--- src/rtl/softmax_sequencer_if.sv ---
// softmax_sequencer_if
// Host-facing handshake bundle for the softmax sequencer.
//   in_valid / in_data / in_ready         : input code stream (host -> sequencer)
//   out_valid / out_mant / out_exp /
//   out_last / out_ready                  : result stream (sequencer -> host)
// Modports:
//   master : host side (drives in_valid, in_data, out_ready)
//   slave  : sequencer side (drives in_ready and all out_* except out_ready)
`timescale 1ns/1ps
interface softmax_sequencer_if #(
  parameter int IN_W = 3
);
  logic            in_valid;
  logic [IN_W-1:0] in_data;
  logic            in_ready;
  logic            out_valid;
  logic [2:0]      out_mant;
  logic [2:0]      out_exp;
  logic            out_last;
  logic            out_ready;

  modport master (
    output in_valid, in_data, out_ready,
    input  in_ready, out_valid, out_mant, out_exp, out_last
  );

  modport slave (
    input  in_valid, in_data, out_ready,
    output in_ready, out_valid, out_mant, out_exp, out_last
  );
endinterface

--- src/rtl/softmax_sequencer.sv ---
// softmax_sequencer
// Front-end controller for the shared pseudo-softmax core. Buffers a vector of
// N_ELEM input codes, issues them to the core one per cycle, captures each
// result CORE_LAT cycles later and streams the results back in input order.
// Ports:
//   clk, rst_n  : clock (rising edge), asynchronous active-low reset
//   bus         : softmax_sequencer_if.slave (input and result handshakes)
//   busy        : high in ISSUE, DRAIN and OUTPUT
//   core_in     : registered drive to the core input bus
//   core_mant   : core mantissa output
//   core_exp    : core exponent output
`timescale 1ns/1ps
module softmax_sequencer #(
  parameter int N_ELEM   = 4,
  parameter int IN_W     = 3,
  parameter int CORE_LAT = 1
) (
  input  logic                 clk,
  input  logic                 rst_n,
  softmax_sequencer_if.slave   bus,
  output logic                 busy,
  output logic [IN_W-1:0]      core_in,
  input  logic [2:0]           core_mant,
  input  logic [2:0]           core_exp
);

  localparam int IDX_W = $clog2(N_ELEM);
  localparam logic [IDX_W-1:0] LAST_IDX = IDX_W'(N_ELEM - 1);

  typedef enum logic [1:0] {
    LOAD   = 2'd0,
    ISSUE  = 2'd1,
    DRAIN  = 2'd2,
    OUTPUT = 2'd3
  } state_t;

  state_t               state_r;
  state_t               state_s;
  logic [IDX_W-1:0]     wr_idx_r;
  logic [IDX_W-1:0]     iss_idx_r;
  logic [IDX_W-1:0]     cap_idx_r;
  logic [IDX_W-1:0]     rd_idx_r;
  logic [CORE_LAT-1:0]  tag_r;
  logic [IN_W-1:0]      core_in_r;
  logic [IN_W-1:0]      inbuf_r  [N_ELEM];
  logic [5:0]           resbuf_r [N_ELEM];

  logic                 in_xfer_s;
  logic                 issue_s;
  logic                 out_xfer_s;
  logic                 capture_s;
  logic                 out_state_s;
  logic [5:0]           rd_word_s;

  // The tag leaving the delay line marks a cycle whose core output belongs to us.
  assign capture_s = tag_r[CORE_LAT-1];

  // Next-state and per-cycle transfer strobes.
  always_comb begin
    state_s    = state_r;
    in_xfer_s  = 1'b0;
    issue_s    = 1'b0;
    out_xfer_s = 1'b0;
    case (state_r)
      LOAD: begin
        in_xfer_s = bus.in_valid;
        if (bus.in_valid && (wr_idx_r == LAST_IDX)) begin
          state_s = ISSUE;
        end else begin
          state_s = LOAD;
        end
      end
      ISSUE: begin
        issue_s = 1'b1;
        if (iss_idx_r == LAST_IDX) begin
          state_s = DRAIN;
        end else begin
          state_s = ISSUE;
        end
      end
      DRAIN: begin
        // All issues are done, so an empty tag line means every result is in.
        if (tag_r == {CORE_LAT{1'b0}}) begin
          state_s = OUTPUT;
        end else begin
          state_s = DRAIN;
        end
      end
      OUTPUT: begin
        out_xfer_s = bus.out_ready;
        if (bus.out_ready && (rd_idx_r == LAST_IDX)) begin
          state_s = LOAD;
        end else begin
          state_s = OUTPUT;
        end
      end
      default: begin
        state_s = LOAD;
      end
    endcase
  end

  // State, index counters, issue tag line and core drive register.
  always_ff @(posedge clk or negedge rst_n) begin
    if (!rst_n) begin
      state_r   <= LOAD;
      wr_idx_r  <= {IDX_W{1'b0}};
      iss_idx_r <= {IDX_W{1'b0}};
      cap_idx_r <= {IDX_W{1'b0}};
      rd_idx_r  <= {IDX_W{1'b0}};
      tag_r     <= {CORE_LAT{1'b0}};
      core_in_r <= {IN_W{1'b0}};
    end else begin
      state_r <= state_s;
      if (in_xfer_s) begin
        wr_idx_r <= wr_idx_r + IDX_W'(1);
      end
      if (issue_s) begin
        iss_idx_r <= iss_idx_r + IDX_W'(1);
      end
      if (capture_s) begin
        cap_idx_r <= cap_idx_r + IDX_W'(1);
      end
      if (out_xfer_s) begin
        rd_idx_r <= rd_idx_r + IDX_W'(1);
      end
      for (int i = CORE_LAT - 1; i > 0; i--) begin
        tag_r[i] <= tag_r[i-1];
      end
      tag_r[0]  <= issue_s;
      core_in_r <= issue_s ? inbuf_r[iss_idx_r] : {IN_W{1'b0}};
    end
  end

  // Data buffers carry no reset; their contents are only read after being written.
  always_ff @(posedge clk) begin
    if (in_xfer_s) begin
      inbuf_r[wr_idx_r] <= bus.in_data;
    end
    if (capture_s) begin
      resbuf_r[cap_idx_r] <= {core_mant, core_exp};
    end
  end

  // Outputs decode the state register, so they follow an asynchronous reset at once.
  assign out_state_s   = (state_r == OUTPUT);
  assign rd_word_s     = resbuf_r[rd_idx_r];
  assign bus.in_ready  = (state_r == LOAD);
  assign bus.out_valid = out_state_s;
  assign bus.out_mant  = out_state_s ? rd_word_s[5:3] : 3'd0;
  assign bus.out_exp   = out_state_s ? rd_word_s[2:0] : 3'd0;
  assign bus.out_last  = out_state_s && (rd_idx_r == LAST_IDX);
  assign busy          = (state_r != LOAD);
  assign core_in       = core_in_r;

endmodule
--- src/flat_wrapper.sv ---
// flat-port wrapper written by rule: the top's interface ports become plain ports
module softmax_sequencer_flat 
#(
  parameter int N_ELEM   = 4,
  parameter int IN_W     = 3,
  parameter int CORE_LAT = 1
)
  (clk, rst_n, busy, core_in, core_mant, core_exp, bus_in_valid, bus_in_data, bus_out_ready, bus_in_ready, bus_out_valid, bus_out_mant, bus_out_exp, bus_out_last);
  softmax_sequencer_if #(.IN_W(IN_W)) bus_i ();
  input  logic clk;
  input  logic rst_n;
  output logic busy;
  output logic [IN_W-1:0] core_in;
  input  logic [2:0] core_mant;
  input  logic [2:0] core_exp;
  input wire logic [$bits(bus_i.in_valid)-1:0] bus_in_valid;
  input wire logic [$bits(bus_i.in_data)-1:0] bus_in_data;
  input wire logic [$bits(bus_i.out_ready)-1:0] bus_out_ready;
  output wire logic [$bits(bus_i.in_ready)-1:0] bus_in_ready;
  output wire logic [$bits(bus_i.out_valid)-1:0] bus_out_valid;
  output wire logic [$bits(bus_i.out_mant)-1:0] bus_out_mant;
  output wire logic [$bits(bus_i.out_exp)-1:0] bus_out_exp;
  output wire logic [$bits(bus_i.out_last)-1:0] bus_out_last;
  assign bus_i.in_valid = bus_in_valid;
  assign bus_i.in_data = bus_in_data;
  assign bus_i.out_ready = bus_out_ready;
  assign bus_in_ready = bus_i.in_ready;
  assign bus_out_valid = bus_i.out_valid;
  assign bus_out_mant = bus_i.out_mant;
  assign bus_out_exp = bus_i.out_exp;
  assign bus_out_last = bus_i.out_last;
  softmax_sequencer #(.N_ELEM(N_ELEM), .IN_W(IN_W), .CORE_LAT(CORE_LAT)) u_core (.clk(clk), .rst_n(rst_n), .bus(bus_i), .busy(busy), .core_in(core_in), .core_mant(core_mant), .core_exp(core_exp));
endmodule
--- config.mk ---
export PLATFORM = sky130hd
export DESIGN_NAME = softmax_sequencer_flat
export DESIGN_NICKNAME = d
export VERILOG_FILES = /design/src/rtl/softmax_sequencer_if.sv /design/src/rtl/softmax_sequencer.sv /design/src/flat_wrapper.sv
export SDC_FILE = /design/constraint.sdc
export NUM_CORES = 1
export LEC_CHECK = 0
export CAP_MARGIN = 30
export CORE_MARGIN = 2
export CORE_UTILIZATION = 45
export CTS_CLUSTER_SIZE = 20
export DETAILED_ROUTE_END_ITERATION = 12
export DONT_BUFFER_PORTS = 1
export PLACE_DENSITY = 0.6
export SLEW_MARGIN = 20
export SYNTH_ARGS = -nofsm -noshare
export SYNTH_HDL_FRONTEND = slang
export SYNTH_SLANG_ARGS = --single-unit
--- constraint.sdc ---
create_clock -name clk -period 1.4 [get_ports clk]
set_input_delay 0.28 -clock clk [delete_from_list [all_inputs] [get_ports clk]]
set_output_delay 0.28 -clock clk [all_outputs]
set_load 0.1 [all_outputs]
Word-level counts from Yosys, hierarchy flattened
Memories as Yosys holds them, arrays and structs flattened.
Index checks and enable logic that the tools add are counted.
{ "word_totals": {"register_bits": 14, "ram_bits": 36, "inputBits": 13, "wordCells": 39, "memories": 2} }
{ "mem_list": {"columns": ["name", "words", "word_bits", "rd", "rd_clocked_by_memory_dff", "wr", "line", "source"], "rows": [
  ["u_core.resbuf_r", 4, 6, 1, 0, 1, "softmax_sequencer.sv:46", "logic [5:0] resbuf_r [N_ELEM];"],
  ["u_core.inbuf_r", 4, 3, 1, 0, 1, "softmax_sequencer.sv:45", "logic [IN_W-1:0] inbuf_r [N_ELEM];"]
]} }
{ "classes": {"reduce_logical": 5, "eq_ne": 6, "muxes": 15, "add_sub_neg": 4} }
{ "op_table": {"columns": ["op", "count"], "rows": [
  ["== test 2 bit, second input constant", 5],
  ["two-way mux 1 bit", 9],
  ["two-way mux 3 bit", 3],
  ["adder 2 x 1 -> 2 bit, second input constant", 4],
  ["one-hot mux 2 bit (4 select lines)", 1],
  ["two-way mux 2 bit", 2],
  ["logical AND 1 bit", 3],
  ["== test 2 x 1 -> 1 bit, second input constant", 1],
  ["logical NOT 2 bit", 1],
  ["nonzero test 2 bit", 1]
]} }

Depth between registers and ports, before layout
{ "logic_depth": {"depth_word": 4, "ltp_mapped": 4} }

Worst setup path after synthesis
Ideal clock, no wire load.
{ "synth_path": {"path_type": "register to output", "startpoint": "register u_core.state_r[1]", "endpoint": "output port bus_out_exp[1]", "arrival_ns": 2.484, "path_stages_with_launch": 4, "path_buffers": 0, "slack_ns": -1.364, "required_ns": 1.120, "path_cell_list": "dfrtp_1 and2_4 nand2_2 o22ai_1"} }
{ "synth_between": {"elab_chain_cells": 2} }
{ "synth_lines": {"columns": ["item", "line", "source"], "rows": [
  ["start, declared", "softmax_sequencer.sv:37", "state_t state_r;"],
  ["start signal, assigned", "softmax_sequencer.sv:114", "state_r <= state_s;"],
  ["== test 2 bit", "softmax_sequencer.sv:146", "assign out_state_s = (state_r == OUTPUT);"],
  ["via bus_out_valid", "flat_wrapper.sv:20", "output wire logic [$bits(bus_i.out_valid)-1:0] bus_out_valid;"],
  ["two-way mux 3 bit", "softmax_sequencer.sv:151", "assign bus.out_exp = out_state_s ? rd_word_s[2:0] : 3'd0;"],
  ["end, declared", "flat_wrapper.sv:22", "output wire logic [$bits(bus_i.out_exp)-1:0] bus_out_exp;"]
]} }
The timed path passes the listed nets, and every way through them passes these cells.

Worst setup path in the final report
{ "layout_path": {"startpoint": "register u_core.rd_idx_r[1]", "endpoint": "output port bus_out_exp[2]"} }
{ "layout_between": {"elab_chain_cells": 2} }
{ "layout_lines": {"columns": ["item", "line", "source"], "rows": [
  ["start, declared", "softmax_sequencer.sv:42", "logic [IDX_W-1:0] rd_idx_r;"],
  ["start signal, assigned", "softmax_sequencer.sv:110", "rd_idx_r <= {IDX_W{1'b0}};"],
  ["start signal, assigned", "softmax_sequencer.sv:125", "rd_idx_r <= rd_idx_r + IDX_W'(1);"],
  ["memory read (4 x 6 bit)", null, null],
  ["two-way mux 3 bit", "softmax_sequencer.sv:151", null]
]} }
No other way between the ends.

==> impl_metrics.toml <==
[floorplanning]
start_util = 0.4731
die_area_um2 = 5201
die_h_um = 72.12
die_w_um = 72.12
row_count = 24
coreArea_um2 = 4414
ios = 26

[logic_synthesis]
synthesis.area_um2 = 2088
synth_flop_cell = "edfxtp_1"
synth_compound_area_frac = 0.03295
syn_area_per_cell_um2 = 17.12
synth_seq_area_share = 0.6854
postSynth.asyncResetShare = 0.2800
muxShareOfSynthArea = 0.1150
synth-xor-area-share = 0.01678
synth_edf_count = 36
synth_top_family_by_area = "multiplexers"
yosys_warnings = 0
ys_ff_latch = 50
yosys.area_share.adder = 0.05992
synth-simple-area-share = 0.07130
syn_nets = 145
syn_inst = 122
ys_types = 29

[routing]
drt_pass1_iterations = 3
routed_wl_um = 3349
post_drt_wl_per_cell_um = 16.66
ant_nets = 0
drc = 0
num_vias = 1073
first_iter_violations = 44
via_per_inst = 5.338

[clock_tree]
clock_latency_ns = 0.30
cts-root-buf = "clkbuf_8"
cts_buffers = 5
clock_sinks = 50
htree_levels = 2
cts.path.max_buffers = 2
cts.clk_slew.worst_paths_ns = 0.08
cts_tree = "yes"

[cells_and_area]
drive_above_1_share = 0.4161
final_common_cell = "edfxtp_1"
layout.cells.non_filler = 201
finalNetCount = 172
diodes = 0
layout_common_cells = "36 x edfxtp_1, 13 x dfrtp_1, 11 x mux2i_2, 11 x buf_12, 10 x ha_1"
fillCellCount = 339
syn2layout_area_growth_pct = 30.98

[setup_path]
crit_required_ns = 1.12
worst-r2r-setup-slack_ns = -0.06
worst_setup_path_start_kind = "register"
critical_path_class = "reg2out"
cp_data_arrival_time_ns = 1.46
endpoint_kind = "primary output"
r2r_end = "u_core.inbuf_r[3][0]$_DFFE_PP_"
ff2ff_path_depth = 5
cp_max_fo = 14
regToRegStartpoint = "u_core.state_r[1]$_DFF_PN0_"

[run_status]
violations = "negative setup slack"
status = "finished, violations left"

[placed_design]
post-dp-hpwl_um = 2371
globalplace.congestion = 0.7553
portBuffers = 0
dp_cells = 189

[grt]
grt-ovfl-total = 0
grt_pass1_vias = 1184
grt_max_degree = 15
antenna_found_initial = 0
grt_pass1_wl_um = 5685
track_usage = 0.1474

[sta]
setup_viol = 23
tightest_slew_ns = 0.6456
skew_ns = 0.005453
slew_violations = 0
rsz0062_at_grt = "true"
fmax_ghz = 0.5746
worst_slack_ns = -0.3403
period_needed_ns = 1.740
slew_headroom = 0.5682
fin_setup_tns_ns = -3.114
hold_violations = 0
period_share = 1.243

[min_path]
hold_depth = 0
min_to = "u_core.resbuf_r[2][5]$_DFFE_PP_"
hp-start = "core_mant[2]"
hp-class = "in2reg"

[run]
maxCapViolations = 0
## cells by family (layout without fill, tap and decap cells)
kind of cell    after synthesis  in the layout
simple gates                 21             21
compound gates               10             10
mux                          18             18
flops                        50             50
buf+inv                       9             36
xor+xnor                      4              4
fa+ha+maj                    10             10
## Yosys cell counts (2+ instances only)
| cell type | count | area [um2] |
|---|---|---|
| edfxtp_1 | 36 | 1081 |
| dfrtp_1 | 14 | 350.3 |
| mux2i_1 | 12 | 120.1 |
| ha_1 | 10 | 125.1 |
| and2_1 | 7 | 43.79 |
| inv_1 | 7 | 26.28 |
| o22ai_1 | 6 | 37.54 |
| and3_1 | 3 | 18.77 |
| mux4_1 | 3 | 78.83 |
| mux2_4 | 2 | 30.03 |
| nand2_2 | 2 | 12.51 |
| xnor2_1 | 2 | 17.52 |
| xor2_1 | 2 | 17.52 |
## worst max-delay path by stage
stage	startpoint	to	slack (ns)
CTS	u_core.rd_idx_r[1]$_DFFE_PN0P_	bus_out_exp[1]	-0.34
floorplan	u_core.state_r[1]$_DFF_PN0_	bus_out_exp[1]	-0.50
global placement	u_core.rd_idx_r[1]$_DFFE_PN0P_	bus_out_exp[2]	-0.005
global route	u_core.rd_idx_r[1]$_DFFE_PN0P_	bus_out_exp[2]	-0.39
detailed placement	u_core.rd_idx_r[1]$_DFFE_PN0P_	bus_out_mant[1]	-0.05
finish	u_core.rd_idx_r[1]$_DFFE_PN0P_	bus_out_exp[2]	-0.34
## metrics by stage
step	util	worst slack (ns)	hold WS (ns)	area [um2]
after floorplan	-	-0.4969	-0.01559	2192
after global placement	0.5601	-0.004700	-0.01510	2472
after detailed placement	0.5601	-0.05282	-0.01504	2472
after CTS	0.6142	-0.3424	0.06322	2711
after global routing	0.6196	-0.3879	0.05451	2735
final	0.6196	-0.3403	0.07245	2735
## critical path, cell delays in order (launching register included)
cell and delay [ns]:
dfrtp_1 0.40, buf_12 0.17, mux2i_4 0.20, o22ai_4 0.19, buf_12 0.19
## timing repair
action | CTS | global route
hold buffers | 1 | 0
endpoints found under the hold margin | 14 | 0
endpoints found under the setup margin | 10 | 23
buffers inserted | 3 | 3
resized for setup | 28 | 5
pin swaps | 6 | 3
## area by class of cell
type | count | area [um2] | share of cell area
Clock buffer | 5 | 68.82 | 0.02516
Timing Repair Buffer | 22 | 320.3 | 0.1171
Tap cell | 52 | 65.06 | 0.02379
Clock inverter | 2 | 33.78 | 0.01235
Multi-Input combinational cell | 63 | 788.3 | 0.2882
Sequential cell | 50 | 1433 | 0.5238
Inverter | 7 | 26.28 | 0.009607
## sequential cells by signal (all words and copies together) (netlist names)
register,flops
u_core.cap_idx_r,2
u_core.capture_s,1
u_core.core_in,3
u_core.inbuf_r,12
u_core.iss_idx_r,2
u_core.rd_idx_r,2
u_core.resbuf_r,24
u_core.state_r,2
u_core.wr_idx_r,2
## per-layer routing
layer  vias up  part of all wire  routed length, um  GRT usage
met2        21              0.51               1724     0.2436
met1       540              0.43               1436     0.1795
met5         -                 0                  0          0
met4         0             0.020                 68    0.06289
met3         6             0.036                120    0.04583
li1        506                 -                  -          -
Power is left out: the tool's default activity adds up to more than one toggle a clock period on the data nets, which glitch-free logic cannot reach.
